## src/rtl/synch_down_counter_pkg.sv

```systemverilog
// Shared constants for the loadable synchronous down counter.
package synch_down_counter_pkg;

  // Default count width, matching the 4-bit up counter it sits next to.
  localparam int DEF_WIDTH = 4;

  typedef logic [1:0] state_t;

  localparam state_t ST_IDLE = 2'd0;
  localparam state_t ST_RUN  = 2'd1;
  localparam state_t ST_DONE = 2'd2;

endpackage

```

## src/rtl/synch_down_counter_if.sv

```systemverilog
// Control/status bundle for synch_down_counter.
// master: the block that programs the counter; slave: the counter itself.
interface synch_down_counter_if
  import synch_down_counter_pkg::*;
#(
  parameter int WIDTH = DEF_WIDTH
) ();

  logic             load;
  logic [WIDTH-1:0] load_val;
  logic             en;
  logic [WIDTH-1:0] Q;
  logic             tc;
  logic             busy;
  logic             done;

  modport master (
    output load, load_val, en,
    input  Q, tc, busy, done
  );

  modport slave (
    input  load, load_val, en,
    output Q, tc, busy, done
  );

endinterface

```

## src/rtl/synch_down_counter.sv

```systemverilog
// Loadable synchronous down counter / countdown timer.
// Counts a loaded value down to zero under en, pulses tc on arrival at zero
// and reports busy (RUN) / done (DONE) from the registered state.
// Optional feature: define SYNCH_DOWN_CNT_AUTO_RELOAD_EN to make the counter
// free-run, reloading from the last loaded value after reaching zero instead
// of stopping in DONE.
module synch_down_counter
  import synch_down_counter_pkg::*;
#(
  parameter int WIDTH = DEF_WIDTH
) (
  input  logic                 clk,
  input  logic                 reset_n,
  synch_down_counter_if.slave  bus
);

  state_t           state_q, state_d;
  logic [WIDTH-1:0] cnt_q, cnt_d;
  logic [WIDTH-1:0] reload_q, reload_d;
  logic             tc_q, tc_d;

  logic             cnt_is_one;
  logic             cnt_is_zero;
  logic             step;

  assign cnt_is_one  = (cnt_q == WIDTH'(1));
  assign cnt_is_zero = (cnt_q == '0);
  // A decrement/reload opportunity: counting state, enabled, no load pending.
  assign step        = !bus.load && bus.en && (state_q == ST_RUN);

  // State register.
  always_ff @(posedge clk or negedge reset_n) begin
    if (!reset_n) state_q <= ST_IDLE;
    else          state_q <= state_d;
  end

  // Next state: load wins over everything; a zero load parks in IDLE.
  always_comb begin
    state_d = state_q;
    if (bus.load) begin
      state_d = (bus.load_val != '0) ? ST_RUN : ST_IDLE;
    end else if (step && cnt_is_one) begin
`ifdef SYNCH_DOWN_CNT_AUTO_RELOAD_EN
      state_d = ST_RUN;
`else
      state_d = ST_DONE;
`endif
    end
  end

  // Count and reload value: load, decrement, and (optionally) wrap to reload.
  always_comb begin
    cnt_d    = cnt_q;
    reload_d = reload_q;
    tc_d     = 1'b0;
    if (bus.load) begin
      cnt_d    = bus.load_val;
      reload_d = bus.load_val;
    end else if (step) begin
      if (cnt_is_one) begin
        cnt_d = '0;
        tc_d  = 1'b1;
      end else if (cnt_is_zero) begin
`ifdef SYNCH_DOWN_CNT_AUTO_RELOAD_EN
        cnt_d = reload_q;
`else
        // Unreachable in one-shot mode; hold rather than underflow.
        cnt_d = cnt_q;
`endif
      end else begin
        cnt_d = cnt_q - WIDTH'(1);
      end
    end
  end

  // Count and reload registers.
  always_ff @(posedge clk or negedge reset_n) begin
    if (!reset_n) begin
      cnt_q    <= '0;
      reload_q <= '0;
    end else begin
      cnt_q    <= cnt_d;
      reload_q <= reload_d;
    end
  end

  // Registered terminal-count pulse.
  always_ff @(posedge clk or negedge reset_n) begin
    if (!reset_n) tc_q <= 1'b0;
    else          tc_q <= tc_d;
  end

  // Outputs: all straight from flops, so status lines are glitch-free.
  always_comb begin
    bus.Q    = cnt_q;
    bus.tc   = tc_q;
    bus.busy = (state_q == ST_RUN);
    bus.done = (state_q == ST_DONE);
  end

endmodule

```

## src/flat_wrapper.sv

```systemverilog
// flat-port wrapper written by rule: the top's interface ports become plain ports
module synch_down_counter_flat import synch_down_counter_pkg::*;
#(
  parameter int WIDTH = DEF_WIDTH
)
  (clk, reset_n, bus_load, bus_load_val, bus_en, bus_Q, bus_tc, bus_busy, bus_done);
  synch_down_counter_if #(.WIDTH(WIDTH)) bus_i ();
  input  logic clk;
  input  logic reset_n;
  input wire logic [$bits(bus_i.load)-1:0] bus_load;
  input wire logic [$bits(bus_i.load_val)-1:0] bus_load_val;
  input wire logic [$bits(bus_i.en)-1:0] bus_en;
  output wire logic [$bits(bus_i.Q)-1:0] bus_Q;
  output wire logic [$bits(bus_i.tc)-1:0] bus_tc;
  output wire logic [$bits(bus_i.busy)-1:0] bus_busy;
  output wire logic [$bits(bus_i.done)-1:0] bus_done;
  assign bus_i.load = bus_load;
  assign bus_i.load_val = bus_load_val;
  assign bus_i.en = bus_en;
  assign bus_Q = bus_i.Q;
  assign bus_tc = bus_i.tc;
  assign bus_busy = bus_i.busy;
  assign bus_done = bus_i.done;
  synch_down_counter #(.WIDTH(WIDTH)) u_core (.clk(clk), .reset_n(reset_n), .bus(bus_i));
endmodule
```

## config.mk

```make
export PLATFORM = sky130hd
export DESIGN_NAME = synch_down_counter_flat
export DESIGN_NICKNAME = d
export VERILOG_FILES = /design/src/rtl/synch_down_counter_pkg.sv /design/src/rtl/synch_down_counter_if.sv /design/src/rtl/synch_down_counter.sv /design/src/flat_wrapper.sv
export SDC_FILE = /design/constraint.sdc
export NUM_CORES = 1
export LEC_CHECK = 0
export CAP_MARGIN = 40
export CORE_AREA = 4 4 41 43
export CTS_CLUSTER_SIZE = 16
export DETAILED_ROUTE_END_ITERATION = 10
export DIE_AREA = 0 0 45 47
export GPL_TIMING_DRIVEN = 0
export HOLD_SLACK_MARGIN = 0.03
export PLACE_DENSITY = 0.66
export SYNTH_ARGS = -nofsm -noshare
export SYNTH_HDL_FRONTEND = slang
export SYNTH_SLANG_ARGS = --single-unit
export TNS_END_PERCENT = 20
```

## constraint.sdc

```tcl
create_clock -name clk -period 1.7 [get_ports clk]
set_input_delay 0.34 -clock clk [delete_from_list [all_inputs] [get_ports clk]]
set_output_delay 0.34 -clock clk [all_outputs]
set_load 0.03 [all_outputs]
```

==> impl_results.md, run 1 <==
- Fin. max-slew vios: 0
- Gr ovfl total: 0
- Worst setup SP type: register
- Die area: 0.00212 sq mm
- Worst skew pair latency: 0.25 ns
- Final min period: about 1.7 ns
- Die Y: 47 um
- Most used DFF post-synth: dfrtp_1
- Levels on crit path: 1
- Final Instance Count excl. Fillers: 79
- Crit. Startpoint: u_core.bus.Q[1]
- Clk pin slew, worst setup/hold paths: 0.05 ns
- CP max-delay cell: clkdlybuf4s50_1
- Clock skew: 0.00279 ns
- Post-synth ARST share: 1.00
- Worst Path Buf+Inv: 1
- WL/cell: 12.7 um
- Diodes inserted: 0
- Post-synthesis sequential area ratio: 0.405
- Post-Synth XOR/XNOR Area: 0
- Worst r2r dst: u_core.bus.Q[1]
- Reg2reg setup slack: 0.17 ns
- Post-CTS Hold Buffers: 0
- Final hold violation count: 0
- Final instance area: 602 sq um
- Slowest cell delay on critical path: 0.68 ns
- Hold Path Class: in -> async
- Total power: roughly 0.0005 W
- CP top delay family: buffers and inverters
- Max-slew headroom: 0.778
- Dpl cells: 75
- First-pass GRT wire length: 1.74 mm
- Simple-Gate Fraction of Synth Area: 0.263
- Proportion of layout cells with a drive suffix above 1: 0.125
- Final design utilization: 0.463
- Post-synthesis mux area share: 0
- Total GRT Usage: 0.118
- Vias per cell: roughly 5.2
- Vias in the first global route: 401
- Cells after Synth: 47
- Die Wd: 45 um
- CTS tree: done
- Post-route ant nets: 0
- Worst-path cell chain: clkdlybuf4s50_1
- Synth Cell Area: 433 sq um
- Crit path max fanout: 4
- Cell row count: 13
- Post-CTS Setup Bufs: 0
- Via count: ~410
- Largest family of logic cells by synthesized area: simple AND/OR/NAND/NOR gates
- Synth Area per Inst: between 9 and 10 sq um
- Core Region: 0.00130 sq mm
- Clk buf depth: 2
- Reg-to-reg startpoint: u_core.bus.Q[0]
- Crit path DAT: approximately 1.3 ns
- Most numerous cell in the Yosys netlist: nor2_1
- # port buffers: 13
- Cell area after placement: 582 sq um
- Initial Util: 0.333
- Register-to-Register Path Depth: 4
- RSZ-0062 raised after global routing: false
- Sinks on Clock Net: 7
- Post-synth net total: 58
- Number of synthesized flops with an enable pin: 0
- DR iter-0 viols: 6
- Post-Synth Adder-Cell Area: 0.0867
- Largest net degree at the start of global routing: 10
- Fmax: between 0.6 and 0.7 GHz
- Num CTS Buffers: 3
- Slew @ Worst Pin: 0.328 ns
- I/O pin cnt: 15
- Peak supply drop: 544 uV
- Kind of critical path: reg -> out
- Critical Path RT: 1.36 ns
- Largest cells by area after synthesis: dfrtp_1, ha_1, nor2_1
- Status: finished clean
- FF+latch count, synth: 7
- TNS Setup: 0 ns
- Worst setup EP type: output pin
- CTS resizes: 5
- Yosys cell types: 22
- Initial antenna violation count: 0
- Compound-cell area share of the yosys netlist: 0.191
- Area leader, netlist: dfrtp_1
- Commonest cells post-synth: nor2_1, dfrtp_1, inv_1, ha_1
- Area delta synth->final: 39.0%
- Layout fillers: ~150
- Residual DRC count: 0
- Nets: between 70 and 80
- Drt first pass iters: 3
- DP HPWL: 797 um
- Yosys warnings: 0
- Final setup violating endpoints: 0
- H-tree lvl count: 1
- Number of max-cap violations: 0
- Clock root buffer: clkbuf_4
- Final worst path period share: 0.974
- Leak: 0.264 nW
- Wire length after detailed routing: between 1 and 1.5 mm
- Top-area cell type share of the netlist area: 0.405
- GPL Wtd Cong: around 0.76
- PwrDens: 825 mW/mm^2
- CP Capture Point: bus_Q[1]
## how the worst min path moves through the flow
stage / startpoint / end / slack (ns) / cells after the start
after detailed placement: u_core.state_q[1] / u_core.state_q[1] / 0.56 / 2
after global routing: reset_n / u_core.bus.Q[2] / 0.35 / 1
after global placement: u_core.state_q[1] / u_core.state_q[1] / 0.55 / 2
after floorplan: reset_n / u_core.bus.Q[0] / 0.04 / 0
after CTS: reset_n / u_core.bus.Q[3] / 0.35 / 1
final: reset_n / u_core.bus.Q[3] / 0.35 / 1
## cells by family after synthesis
group | count (synthesis)
and+or+nand+nor | 20
AOI/OAI and AO/OA | 11
DFF | 7
buffers and inverters | 6
adders and majority gates | 3
## per-layer routing
metal / up-vias / share of wire / GRT usage
li1: 206 / - / -
met1: 192 / 0.45 / 0.144
met2: 13 / 0.47 / 0.189
met3: 0 / 0.070 / 0.0728
met4: 0 / 0 / 0
met5: - / 0 / 0
## area by class of cell
| type | count | area, sq um | area share |
|---|---|---|---|
| Buffer | 1 | 5.00 | 0.00832 |
| Clock buffer | 4 | 26.3 | 0.0437 |
| Inverter | 5 | 18.8 | 0.0312 |
| Multi-Input combinational cell | 34 | 234 | 0.389 |
| Sequential cell | 7 | 175 | 0.291 |
| Tap cell | 15 | 18.8 | 0.0312 |
| Timing Repair Buffer | 13 | 124 | 0.206 |
## state kept, by name, summed over array words and instances, names as in the netlist
register / flops
u_core.bus.Q: 4
u_core.state_q: 2
u_core.bus.tc: 1
## report_power, final
part	leakage, nW	internal [W]	switching [W]	total (W)
clock	0.0150	0.0000893	0.0000565	0.000146
sequential	0.0855	0.000182	0.0000232	0.000205
combinational	0.163	0.0000618	0.0000843	0.000146
## through the flow
stage / hold slack, ns / setup WS, ns
global placement: 0.550 / 0.0921
CTS: 0.354 / 0.0368
floorplan: 0.0444 / 0.0724
detailed placement: 0.557 / 0.0912
finish: 0.350 / 0.0447
global route: 0.349 / 0.00282
## cells in the final DEF (no fill, tap or decap), types with 2 or more instances in the layout
master and count:
o311ai_0 2, nand2_1 2, o311ai_1 2, ha_1 3, clkbuf_4 3, inv_1 5
a31oi_1 2, dlygate4sd2_1 5, dfrtp_1 7, clkdlybuf4s50_1 8, nor2_1 9, nor4_1 2
Note: power is estimated with default switching activity, not from simulation.
==> run 2: changes to the inputs <==
--- a/config.mk
+++ b/config.mk
@@ -10,6 +10,7 @@
 export CTS_CLUSTER_SIZE = 16
 export DETAILED_ROUTE_END_ITERATION = 10
 export DIE_AREA = 0 0 45 47
+export GPL_ROUTABILITY_DRIVEN = 1
 export GPL_TIMING_DRIVEN = 0
 export HOLD_SLACK_MARGIN = 0.03
 export PLACE_DENSITY = 0.66
==> results of run 2 <==
The final DEF is identical to that of run 1; final timing and power are the same.
==> run 3: changes to the inputs <==
--- a/config.mk
+++ b/config.mk
@@ -6,14 +6,17 @@
 export NUM_CORES = 1
 export LEC_CHECK = 0
 export CAP_MARGIN = 40
-export CORE_AREA = 4 4 41 43
+export CELL_PAD_IN_SITES_DETAIL_PLACEMENT = 1
+export CELL_PAD_IN_SITES_GLOBAL_PLACEMENT = 2
+export CORE_AREA = 4 4 48 50
 export CTS_CLUSTER_SIZE = 16
 export DETAILED_ROUTE_END_ITERATION = 10
-export DIE_AREA = 0 0 45 47
+export DIE_AREA = 0 0 52 54
 export GPL_ROUTABILITY_DRIVEN = 1
 export GPL_TIMING_DRIVEN = 0
 export HOLD_SLACK_MARGIN = 0.03
-export PLACE_DENSITY = 0.66
+export PLACE_DENSITY = 0.76
+export SKIP_LAST_GASP = 1
 export SYNTH_ARGS = -nofsm -noshare
 export SYNTH_HDL_FRONTEND = slang
 export SYNTH_SLANG_ARGS = --single-unit
==> impl_results.md, run 3 (synthesized netlist as in run 1, its figures left out) <==
- Worst setup SP type: register
- Peak supply drop: 353 uV (-35%)
- Vias per cell: 4.84 (-7.1%)
- Worst skew pair latency: 0.26 ns (about the same)
- GR peak layer: met2
- Worst setup EP type: output pin
- Worst-path cell chain: clkdlybuf4s50_1
- Slowest cell delay on critical path: 0.72 ns (+0.04 ns)
- I/O pin cnt: 15 (unchanged)
- Die Wd: 52 um (+16%)
- # port buffers: 13 (unchanged)
- Status: complete, but fails checks
- CTS tree: done
- CTS resizes: 1 (-4)
- Area occupied by registers: 175 sq um (unchanged)
- Post-CTS Setup Bufs: 0 (unchanged)
- Sw frac: 0.343 (+0.0123)
- Internal Pwr Total: 0.000339 W (+1.9%)
- Max FFs per register: 4 (unchanged)
- Wire length after detailed routing: 1.16 mm (+16%)
- Initial antenna violation count: 0 (unchanged)
- Post-route ant nets: 0 (unchanged)
- Final hold violation count: 0 (unchanged)
- TNS Setup: -0.218 ns (-0.218 ns)
- Final setup violating endpoints: 3 (+3)
- Residual DRC count: 0 (unchanged)
- Num CTS Buffers: 3 (unchanged)
- Critical Path RT: 1.36 ns (about the same)
- Flop pwr share: 0.397 (-0.015)
- Met3 track demand over resource: 0.0332 (-0.0396)
- Post-CTS Hold Buffers: 0 (unchanged)
- Gr ovfl total: 0 (unchanged)
- Diodes inserted: 0 (unchanged)
- Hold Path Class: in -> async
- GPL Wtd Cong: 0.797 (+4.8%)
- CP top delay family: buffers and inverters
- Final min period: 1.79 ns (+0.136 ns)
- Power share of the combinational group: 0.299 (+0.005)
- Worst Path Buf+Inv: 1 (unchanged)
- Leak: 0.274 nW (+3.9%)
- First-pass GRT wire length: 1.90 mm (+9.6%)
- Nets: 76 (unchanged)
- Number of max-cap violations: 0 (unchanged)
- WHS: 0.350 ns (+0.000540 ns)
- Die area: 0.00281 sq mm (+33%)
- Cell row count: 16 (+3)
- Sw Pwr: 0.000177 W (+7.7%)
- WL/cell: 12.8 um (+0.55%)
- Drt first pass iters: 4 (+1)
- Final design utilization: 0.328 (-0.134)
- PwrDens: 826 mW/mm^2 (about the same)
- Failing checks: negative setup slack
- Die Y: 54 um (+15%)
- Crit path max fanout: 8 (+4)
- Crit path DAT: 1.45 ns (+0.13 ns)
- Area occupied by multi-input gates: 234 sq um (unchanged)
- Clk pin slew, worst setup/hold paths: 0.06 ns (about the same)
- Fin. max-slew vios: 0 (unchanged)
- Most frequent cells in the layout: clkdlybuf4s50_1, nor2_1, dfrtp_1
- Clock root buffer: clkbuf_4
- Global Route met2 Usage: 0.140 (-0.0491)
- Final worst path period share: 1.05 (+0.0801)
- Proportion of layout cells with a drive suffix above 1: 0.125 (unchanged)
- Initial Util: 0.228 (-0.105)
- RSZ-0062 raised after global routing: true
- DP HPWL: 918 um (+15%)
- Max-slew headroom: 0.734 (-0.0442)
- DR iter-0 viols: 9 (+3)
- Clk buf depth: 2 (unchanged)
- Vias in the first global route: 417 (+4.0%)
- Fmax: 0.558 GHz (-7.6%)
- Clock skew: 0.00593 ns (+0.00315 ns)
- Area delta synth->final: 44.2%
- Commonest non-fill, non-tap cell in the layout: clkdlybuf4s50_1
- Kind of critical path: reg -> out
- CP max-delay cell: clkdlybuf4s50_1
- Slew @ Worst Pin: 0.394 ns (+0.0655 ns)
- Clock power frac: 0.304 (+0.011)
- Layout fillers: 229 (+55%)
- Sinks on Clock Net: 7 (unchanged)
- Via count: 440 (+7.1%)
- Core Region: 0.00190 sq mm (+46%)
- H-tree lvl count: 1 (unchanged)
- Largest net degree at the start of global routing: 10 (unchanged)
- Total GRT Usage: 0.0943 (-0.0232)
- Grt met1 use: 0.123 (-0.0206)
- Post-layout worst setup margin: -0.0915 ns (-0.136 ns)
==> run 3: cell types whose count changed in the layout (fill, tap and decap cells not counted), sizes merged <==
cell | previous run | this run
dlygate4sd2 | 5 | 1
clkdlybuf4s50 | 8 | 11
dlymetal6s2s | 0 | 1
==> run 3: final timing paths <==
path                                    from           endpoint  slack [ns]  cells past startpoint
hold reg to reg            u_core.state_q[1]  u_core.state_q[1]        0.56                      2
hold / removal                       reset_n      u_core.bus.tc        0.35                      1
setup reg to reg             u_core.bus.Q[0]    u_core.bus.Q[1]        0.16                      4
max in group asynchronous            reset_n  u_core.state_q[0]        1.09                      1
setup / recovery             u_core.bus.Q[3]           bus_Q[3]       -0.09                      1
min in group clk                    bus_load  u_core.state_q[1]        0.37                      2
==> run 3: worst register-to-register path, stage by stage, from the launching register on <==
cell and delay (ns):
dfrtp_1 0.43, inv_1 0.11, ha_1 0.30, or4_1 0.51, o311ai_1 0.09
==> run 3: layout make-up <==
type                       instances  area share
multi-input combinational         34       0.375
sequential                         7       0.281
inverter                           5      0.0301
timing repair buffer              13       0.210
clock buffer                       4      0.0421
buffer                             1     0.00802
tap                               27      0.0541
==> run 3: stage by stage <==
stage / total power (W) / worst slack (ns) / cells / area (sq um)
floorplan: 0.000294 / 0.0724 / 47 / 433
global placement: 0.000362 / 0.0699 / 87 / 597
detailed placement: 0.000364 / 0.0590 / 87 / 597
CTS: 0.000521 / -0.103 / 91 / 622
global route: 0.000547 / -0.159 / 91 / 624
finish: 0.000516 / -0.0915 / 91 / 624
==> run 3: power groups by stage <==
| stage | sequential, W | combinational, W | clock [W] |
|---|---|---|---|
| 2_1_floorplan | 0.000227 | 0.0000674 | 0 |
| 3_3_place_gp | 0.000207 | 0.000155 | 0 |
| 3_5_place_dp | 0.000208 | 0.000157 | 0 |
| 4_1_cts | 0.000204 | 0.000156 | 0.000160 |
| 5_1_grt | 0.000209 | 0.000171 | 0.000167 |
| 6_report | 0.000204 | 0.000154 | 0.000157 |
==> run 3: metal layers <==
layer  up-vias  part of all wire
met5         -                 0
met4         0             0.016
met3         2             0.072
met2        17              0.47
met1       213              0.44
li1        208                 -
